### src/rtl/alu_exec_mc.sv
// alu_exec_mc: RISC-V style execute stage. Single-cycle ALU ops plus a
// multi-cycle multiply/divide unit (shift-add / restoring divide, one bit
// per cycle) behind a valid/ready handshake on both sides.
module alu_exec_mc #(
  parameter int XLEN = 32
) (
  input  logic            clk,
  input  logic            rst_n,
  input  logic            in_valid,
  output logic            in_ready,
  input  logic [1:0]      alu_op,
  input  logic [2:0]      funct3,
  input  logic [6:0]      funct7,
  input  logic [XLEN-1:0] src_a,
  input  logic [XLEN-1:0] src_b,
  output logic            out_valid,
  input  logic            out_ready,
  output logic [XLEN-1:0] result,
  output logic [3:0]      alu_control,
  output logic            busy
);
  localparam int SW = $clog2(XLEN);
  localparam logic [SW-1:0]   CNT_LAST = SW'(XLEN - 1);
  localparam logic [XLEN-1:0] MIN_NEG  = {1'b1, {(XLEN-1){1'b0}}};

  typedef enum logic [2:0] {S_IDLE, S_MUL, S_DIV, S_FIX, S_DONE} state_t;
  typedef enum logic [3:0] {
    C_ADD = 4'b0000, C_SUB = 4'b0001, C_SLL = 4'b0010, C_XOR  = 4'b0011,
    C_SRL = 4'b0100, C_SRA = 4'b0101, C_OR  = 4'b0110, C_AND  = 4'b0111,
    C_SLTU = 4'b1000, C_SLT = 4'b1001, C_MDU = 4'b1111
  } ctl_t;

  state_t          state;
  ctl_t            ctl_q;
  logic [SW-1:0]   cnt;
  logic [2:0]      f3_q;
  logic            neg_q;   // product / quotient must be negated in FIX
  logic            neg_r;   // remainder must be negated in FIX
  logic [XLEN-1:0] hi;      // product high half, or partial remainder
  logic [XLEN-1:0] lo;      // multiplier / product low half, or quotient
  logic [XLEN-1:0] opnd;    // multiplicand or divisor magnitude

  ctl_t            dec_ctl;
  logic [XLEN-1:0] alu_res;
  logic [SW-1:0]   shamt;

  assign in_ready    = (state == S_IDLE) && !out_valid;
  assign alu_control = ctl_q;
  assign shamt       = src_b[SW-1:0];

  // Decode alu_op/funct3/funct7 into the operation code.
  always_comb begin
    // NOTE: every always_comb output gets a default first so no path infers a latch.
    dec_ctl = C_ADD;
    unique case (alu_op)
      2'b00: dec_ctl = C_ADD;
      2'b11: dec_ctl = C_OR;
      2'b10: begin
        case (funct3)
          3'b000, 3'b001: dec_ctl = C_SUB;
          3'b100, 3'b101: dec_ctl = C_SLT;
          3'b110, 3'b111: dec_ctl = C_SLTU;
          default:        dec_ctl = C_ADD;
        endcase
      end
      2'b01: begin
        if (funct7 == 7'b0000001)  dec_ctl = C_MDU;
        else if (funct7[5])        dec_ctl = (funct3 == 3'b101) ? C_SRA : C_SUB;
        else begin
          case (funct3)
            3'b000:  dec_ctl = C_ADD;
            3'b001:  dec_ctl = C_SLL;
            3'b010:  dec_ctl = C_SLT;
            3'b011:  dec_ctl = C_SLTU;
            3'b100:  dec_ctl = C_XOR;
            3'b101:  dec_ctl = C_SRL;
            3'b110:  dec_ctl = C_OR;
            default: dec_ctl = C_AND;
          endcase
        end
      end
      default: dec_ctl = C_ADD;
    endcase
  end

  // Single-cycle ALU datapath.
  always_comb begin
    alu_res = '0;
    case (dec_ctl)
      C_ADD:   alu_res = src_a + src_b;
      C_SUB:   alu_res = src_a - src_b;
      C_SLL:   alu_res = src_a << shamt;
      C_XOR:   alu_res = src_a ^ src_b;
      C_SRL:   alu_res = src_a >> shamt;
      C_SRA:   alu_res = $unsigned($signed(src_a) >>> shamt);
      C_OR:    alu_res = src_a | src_b;
      C_AND:   alu_res = src_a & src_b;
      C_SLTU:  alu_res = XLEN'(src_a < src_b);
      C_SLT:   alu_res = XLEN'($signed(src_a) < $signed(src_b));
      default: alu_res = '0;
    endcase
  end

  // Which operands are signed for the requested MDU op.
  logic a_sgn, b_sgn;
  always_comb begin
    a_sgn = 1'b0;
    b_sgn = 1'b0;
    case (funct3)
      3'b001, 3'b100, 3'b110: begin a_sgn = 1'b1; b_sgn = 1'b1; end
      3'b010:                 a_sgn = 1'b1;
      default:                ;
    endcase
  end

  logic            a_neg, b_neg, div_zero, div_ovf;
  logic [XLEN-1:0] a_mag, b_mag, short_res;
  assign a_neg     = a_sgn && src_a[XLEN-1];
  assign b_neg     = b_sgn && src_b[XLEN-1];
  assign a_mag     = a_neg ? -src_a : src_a;
  assign b_mag     = b_neg ? -src_b : src_b;
  assign div_zero  = funct3[2] && (src_b == '0);
  assign div_ovf   = funct3[2] && !funct3[0] && (src_a == MIN_NEG) && (src_b == '1);
  // REM* yields the dividend (div by 0) or 0 (overflow); DIV* yields all-ones or the dividend.
  assign short_res = funct3[1] ? (div_zero ? src_a : '0) : (div_zero ? '1 : src_a);

  // One iteration step of each engine.
  logic [XLEN:0] mul_sum, rem_sh, rem_diff;
  assign mul_sum  = {1'b0, hi} + (lo[0] ? {1'b0, opnd} : '0);
  assign rem_sh   = {hi, lo[XLEN-1]};
  assign rem_diff = rem_sh - {1'b0, opnd};

  // Sign correction and half selection applied in FIX.
  logic [2*XLEN-1:0] mul_full, mul_fixed;
  logic [XLEN-1:0]   fix_res;
  assign mul_full  = {hi, lo};
  assign mul_fixed = neg_q ? -mul_full : mul_full;
  always_comb begin
    fix_res = '0;
    if (!f3_q[2])    fix_res = (f3_q[1:0] == 2'b00) ? mul_fixed[XLEN-1:0] : mul_fixed[2*XLEN-1:XLEN];
    else if (f3_q[1]) fix_res = neg_r ? -hi : hi;
    else              fix_res = neg_q ? -lo : lo;
  end

  // Control FSM and registered datapath/outputs.
  always_ff @(posedge clk) begin
    // NOTE: sequential state uses non-blocking assignments so every register samples pre-edge values.
    if (!rst_n) begin
      state     <= S_IDLE;
      ctl_q     <= C_ADD;
      cnt       <= '0;
      f3_q      <= '0;
      neg_q     <= 1'b0;
      neg_r     <= 1'b0;
      hi        <= '0;
      lo        <= '0;
      opnd      <= '0;
      result    <= '0;
      out_valid <= 1'b0;
      busy      <= 1'b0;
    end else begin
      case (state)
        S_IDLE: begin
          cnt <= '0;
          if (in_valid && in_ready) begin
            ctl_q <= dec_ctl;
            f3_q  <= funct3;
            neg_q <= a_neg ^ b_neg;
            neg_r <= a_neg;
            hi    <= '0;
            if (dec_ctl != C_MDU) begin
              result    <= alu_res;
              out_valid <= 1'b1;
              state     <= S_DONE;
            end else if (div_zero || div_ovf) begin
              result    <= short_res;
              out_valid <= 1'b1;
              state     <= S_DONE;
            end else if (funct3[2]) begin
              lo    <= a_mag;
              opnd  <= b_mag;
              busy  <= 1'b1;
              state <= S_DIV;
            end else begin
              lo    <= b_mag;
              opnd  <= a_mag;
              busy  <= 1'b1;
              state <= S_MUL;
            end
          end
        end
        S_MUL: begin
          hi  <= mul_sum[XLEN:1];
          lo  <= {mul_sum[0], lo[XLEN-1:1]};
          cnt <= cnt + 1'b1;
          if (cnt == CNT_LAST) state <= S_FIX;
        end
        S_DIV: begin
          if (!rem_diff[XLEN]) begin
            hi <= rem_diff[XLEN-1:0];
            lo <= {lo[XLEN-2:0], 1'b1};
          end else begin
            hi <= rem_sh[XLEN-1:0];
            lo <= {lo[XLEN-2:0], 1'b0};
          end
          cnt <= cnt + 1'b1;
          if (cnt == CNT_LAST) state <= S_FIX;
        end
        S_FIX: begin
          result    <= fix_res;
          out_valid <= 1'b1;
          busy      <= 1'b0;
          state     <= S_DONE;
        end
        S_DONE: begin
          if (out_ready) begin
            out_valid <= 1'b0;
            state     <= S_IDLE;
          end
        end
        default: state <= S_IDLE;
      endcase
    end
  end

endmodule

### config.mk
export PLATFORM = sky130hd
export DESIGN_NAME = alu_exec_mc
export DESIGN_NICKNAME = d
export VERILOG_FILES = /design/src/rtl/alu_exec_mc.sv
export SDC_FILE = /design/constraint.sdc
export NUM_CORES = 1
export LEC_CHECK = 0
export CORE_ASPECT_RATIO = 0.8
export CORE_MARGIN = 4
export CORE_UTILIZATION = 30
export CTS_BUF_LIST = sky130_fd_sc_hd__clkbuf_2 sky130_fd_sc_hd__clkbuf_4 sky130_fd_sc_hd__clkbuf_8
export CTS_CLUSTER_SIZE = 10
export DETAILED_ROUTE_END_ITERATION = 10
export GPL_TIMING_DRIVEN = 0
export PLACE_DENSITY = 0.45
export SYNTH_ARGS = -nofsm -noshare
export SYNTH_HDL_FRONTEND = slang
export SYNTH_SLANG_ARGS = --single-unit
export TNS_END_PERCENT = 5
### constraint.sdc
create_clock -name clk -period 11.55 [get_ports clk]
set_input_delay 2.31 -clock clk [delete_from_list [all_inputs] [get_ports clk]]
set_output_delay 2.31 -clock clk [all_outputs]
set_load 0.02 [all_outputs]
# Yosys cells after proc, flatten, opt, wreduce, memory -nomap -nowiden
# Index checks and enable logic that the tools add are counted.
dict set report word_totals {
  register_bits 147
  latch_bits 0
  mem_bits_rw 0
  mem_bits_ro 0
  output_inout_bits 39
  n_memories 0
}
dict set report op_classes {
  n_addsub 10
  mul 0
  n_div 0
  n_lt_le_gt_ge 2
  eq_ne 34
  shifts 3
  mux 52
  bitwise_logic 6
  reduce_logical 35
}
# operator count
set op_table {}
lappend op_table {{two-way mux 32 bit} 21}
lappend op_table {{one-hot mux 32 bit (10 select lines)} 1}
lappend op_table {{one-hot mux 32 bit (3 select lines)} 2}
lappend op_table {{negation 32 bit} 4}
lappend op_table {{equality test 32 bit (second input constant)} 2}
lappend op_table {{< comparator 32 bit} 2}
lappend op_table {{two-way mux 64 bit} 1}
lappend op_table {{negation 64 bit} 1}
lappend op_table {{one-hot mux 32 bit (2 select lines)} 1}
lappend op_table {{adder 32 x 32 -> 33 bit} 1}
lappend op_table {{subtractor 33 x 32 -> 33 bit} 1}
lappend op_table {{adder 32 bit} 1}
lappend op_table {{AND 32 bit} 1}
lappend op_table {{logical NOT 32 bit} 1}
lappend op_table {{bitwise OR 32 bit} 1}
lappend op_table {{<< shifter 32 x 5 -> 32 bit} 1}
lappend op_table {{>> shifter 32 x 5 -> 32 bit} 1}
lappend op_table {{>>> shifter 32 x 5 -> 32 bit} 1}
lappend op_table {{subtractor 32 bit} 1}
lappend op_table {{XOR 32 bit} 1}
lappend op_table {{one-hot mux 4 bit (7 select lines)} 1}
lappend op_table {{two-way mux 3 bit} 6}
lappend op_table {{equality test 4 x 3 -> 1 bit (second input constant)} 4}
lappend op_table {{one-hot mux 4 bit (4 select lines)} 1}
lappend op_table {{39 further kinds} 84}

# Depth between registers and ports, before layout
# Gate-level depths: netlist of run 1.
dict set report logic_depth {
  word_depth 10
  mapped_depth 16
  ltp_nobuf 13
}

# Worst setup path before layout of run 1
# No wires, ideal clock.
dict set report synth_timing {
  kind {in2reg}
  from {input src_b[2]}
  to {register result[31]}
  arrival_time_ns 5.967
  required_ns 11.464
  path_slack_ns 5.497
  path_stages 16
  n_path_buf 5
  cell_sequence {clkbuf_1 inv_2 buf_1 buf_1 clkbuf_1 ha_1 clkbuf_1 a21oi_1 a21oi_1 o21bai_1 a21boi_0 nand4bb_1 or4b_2 a21oi_1 o21ai_0 a221oi_2}
}
dict set report synth_between {
  elab_chain_cells 8
}
# element line
set synth_rtl {}
lappend synth_rtl {{start, declared} 15} ;# input logic [XLEN-1:0] src_b,
lappend synth_rtl {{parallel branches: the longest is 8 deep, another holds subtractor 32 bit} -}
lappend synth_rtl {{end signal, assigned} 172} ;# result <= alu_res;
lappend synth_rtl {{end signal, assigned} 176} ;# result <= short_res;
lappend synth_rtl {{end signal, assigned} 210} ;# result <= fix_res;
lappend synth_rtl {{end, declared} 18} ;# output logic [XLEN-1:0] result,
# Several ways; the timed one is not identified. The select of a mux whose other input is x is not followed.
# A chain may end at the register's enable or synchronous reset.

# Worst setup path after layout of run 1
dict set report layout_timing {
  from {input src_b[1]}
  to {register opnd[30]}
}
dict set report layout_between {
  elab_chain_cells 5
}
# element line
set layout_rtl {}
lappend layout_rtl {{parallel branches: the longest is 5 deep, another holds negation 32 bit} -}
lappend layout_rtl {{end signal, assigned} 181} ;# opnd <= b_mag;
lappend layout_rtl {{end signal, assigned} 186} ;# opnd <= a_mag;
lappend layout_rtl {{end, declared} 41} ;# logic [XLEN-1:0] opnd;
# Several ways; the timed one is not identified.

==> impl_results.md, run 1 <==
* Status: complete, but fails checks
* Failing checks: max-capacitance violations, max-slew violations
* Post-CTS Hold Buffers at 0
* Setup TNS at 0 ns
* Post-Place Setup Slack at 2.001 ns
* CTS buffer count at 17
* Rel. slew slack at -7.625%
* Final worst setup slack at 2.114 ns
* # DRC at 0
* Crit path kind: in -> reg
* Htree depth at 4
* Netlist cell types at 94
* # rows at 93
* I/O Buffers at 115
* Die width at 326.2 um
* CP peak stage delay at 0.84 ns
* Synthesis Warnings at 0
* Worst setup path startpoint: src_b[1]
* Worst Hold Class: reg -> reg
* Core Area at 0.08041 mm^2
* First-pass GRT wire length at 224.2 mm
* Crit path arrival time at 9.89 ns
* TritonCTS clock tree: done
* Fin crit period at 9.436 ns
* Final setup violation count at 0
* CP Max Fanout at 13
* Reg2reg end: hi[3]
* Post-CTS Setup Bufs at 0
* Via count at 31105
* Post-synthesis sequential area ratio at 12.11%
* Multi-input gate area at 0.01968 mm^2
* Maximum vdd drop at 0.00008739 V
* Final HPWL DP at 134.0 mm
* Layout Nets at 3845
* CTS max path bufs at 2
* RR Startpoint: lo[31]
* Most common cell after layout, fill and taps aside: nor2_1
* Fraction of layout cells with a size suffix above 1 at 4.825%
* Flops & latches, synth at 147
* Layout Cells excl Fill at 4702
* DIE AREA at 0.08567 mm^2
* Pleak at 9.969 nW
* Post-synth EDFFs at 0
* CP bufs+invs at 7
* Clock Sinks at 147
* Post-route ant nets at 0
* DRT iter0 DRCs at 5229
* FF/Latch Area at 0.002943 mm^2
* Clock insertion delay at the later pin of the skew report at 0.54 ns
* Vias in the first global route at 27705
* Crit path to: opnd[30]
* Crit path capture type: register
* Placed cell count at 4666
* Max-Cap Viols at 4
* Area growth, synth to finish at 12.67%
* Top Ports at 119
* CTS resizes at 0
* Critical Path RT at 12.01 ns
* Slowest library cell on the worst path: a21oi_1
* Post-route clock period utilization at 81.70%
* Prevailing post-synth register cell: dfxtp_1
* Filler cell count at 8811
* CP top delay family: buffers and inverters
* Synth Net Count at 3703
* Drt total wl at 164.5 mm
* GRT Overall Usage at 36.33%
* DR vias/cell at 6.615
* Syn Inst Count at 3451
* Power per Cell Area at 91.76 mW/mm^2
* Highest clock rate at 0.1060 GHz
* Die height at 262.6 um
* Initial antenna violation count at 11
* Post-synth ARST share at 0%
* Fin util at 34.06%
* Synth Cell Area at 0.02431 mm^2
* Final Hold Viols at 0
* Largest net degree at the start of global routing at 17
* Clk root buf: clkbuf_8
* DP Area at 0.02695 mm^2
* Type of origin of the critical path: primary input
* Clock Skew at 0.03843 ns
* RSZ-0062 raised after global routing: no
* Grt total ovfl at 0
* CP Depth at 16
* Critical Path, Cell by Cell: clkdlybuf4s50_1, clkbuf_1, clkinv_1, buf_1, ha_1, nor4b_1, and2_1, nand4_1, o311ai_2, buf_4, or2_2, a21oi_1, buf_2, clkbuf_1, o211ai_1, a21oi_1
* Fin. max-slew vios at 16
* Initial Utilization at 30.23%
* Clock transition at path regs at 0.11 ns
* Final instance area at 0.02739 mm^2
* DR WL/cell at 34.99 um
* Hold WS at 0.4585 ns
* Pre-Repair DR Iteration Count at 8
* Worst-margin pin slew at 1.601 ns
* Reg-to-reg slack, setup at 6.52 ns
* Pwr Total at 2.513 mW
* Worst r2r path cells at 15
* Commonest non-fill, non-tap cells in the layout: 338 x nor2_1, 290 x nand2_1, 288 x a21oi_1
* Syn avg cell area at 7.043 um^2
* GPL Wtd Cong at 1.131
## how the worst min path moves through the flow
stage | from | slack [ns] | depth (start not counted) | endpoint
after floorplan | opnd[13] | 0.43 | 2 | opnd[13]
after global placement | opnd[20] | 0.44 | 2 | opnd[20]
after detailed placement | opnd[15] | 0.45 | 2 | opnd[15]
after CTS | opnd[15] | 0.46 | 2 | opnd[15]
after global routing | opnd[1] | 0.48 | 2 | opnd[1]
final | opnd[15] | 0.46 | 2 | opnd[15]
## power by group
group | leakage (nW) | internal, mW | switching, mW
clock | 0.217 | 0.226 | 0.262
combinational | 8.56 | 0.455 | 0.999
sequential | 1.19 | 0.535 | 0.0355
## final cells by class
type / count / share of cell area [%]
multi-input cells: 2849 / 71.86
flip-flops and latches: 147 / 10.75
well taps: 1092 / 4.989
repair buffers: 123 / 4.463
plain buffers: 289 / 4.071
inverters: 166 / 2.275
clock buffers: 19 / 0.9320
clock inverters: 13 / 0.6259
diodes: 4 / 0.03655
## worst register-to-register path: stages (launching register included)
cell      delay, ns
dfxtp_1        0.45
inv_1          0.13
ha_1           0.18
inv_1          0.05
fa_1           0.42
a211oi_1       0.33
o21a_1         0.29
nor3b_1        0.10
o21ai_1        0.43
o21ai_1        0.22
a21oi_1        0.36
or3_1          0.22
clkbuf_1       0.33
buf_1          0.91
mux2i_1        0.34
o22ai_1        0.11
## cell usage after synthesis (75+ instances only)
cell type / instances / share of area (%)
nand3_1: 84 / 1.7
dfxtp_1: 147 / 12
nor2_1: 338 / 5.2
a211oi_1: 75 / 2.3
ha_1: 168 / 8.6
inv_1: 162 / 2.5
mux2i_1: 88 / 3.6
xnor2_1: 150 / 5.4
nand2_1: 290 / 4.5
o21ai_0: 197 / 4.1
nor3_1: 88 / 1.8
clkbuf_1: 242 / 3.7
a21oi_1: 288 / 5.9
## logic make-up (layout without fill, tap and decap cells)
| family | after synthesis | count (layout) | share of synthesized area (%) |
|---|---|---|---|
| other | 0 | 4 | 0 |
| multiplexers | 158 | 158 | 9.183 |
| XOR/XNOR | 198 | 198 | 7.134 |
| AND/OR/NAND/NOR | 1088 | 1088 | 21.31 |
| flip-flops | 147 | 147 | 12.11 |
| adder cells (fa/ha/maj) | 194 | 194 | 9.883 |
| buffers and inverters | 455 | 610 | 7.150 |
| AO/OA/AOI/OAI | 1211 | 1211 | 33.23 |
## state kept, by name, summed over array words and instances, names as in the netlist, 3 cells and up
signal / count
state: 3
f3_q: 3
result: 32
hi: 32
cnt: 5
lo: 32
alu_control: 4
opnd: 32
## per-layer routing
metal / vias up / share of wire, % / GRT usage (%)
met4: 14 / 3.4 / 10.05
met2: 2360 / 36 / 45.25
li1: 13217 / - / -
met1: 15218 / 45 / 54.15
met5: - / 0.057 / 0
met3: 296 / 16 / 16.83
No activity file was read; power rests on OpenSTA's default activity.
==> inputs of run 2 (changes only) <==
==> constraint.sdc (replaced) <==
create_clock -name clk -period 9.3 [get_ports clk]
set_input_delay 1.86 -clock clk [delete_from_list [all_inputs] [get_ports clk]]
set_output_delay 1.86 -clock clk [all_outputs]
set_load 0.02 [all_outputs]
==> results of run 2 <==
The final DEF is identical to that of run 1. Status: complete, but fails checks: max-capacitance violations, max-slew violations.
Main changes from that run: setup slack after placement 2.001 ns -> 0.2013 ns; setup slack after layout 2.114 ns -> 0.3140 ns; register-to-register setup slack 6.52 ns -> 4.27 ns; total power 2.513 mW -> 3.121 mW; worst IR drop on VDD 0.00008739 V -> 0.0001085 V
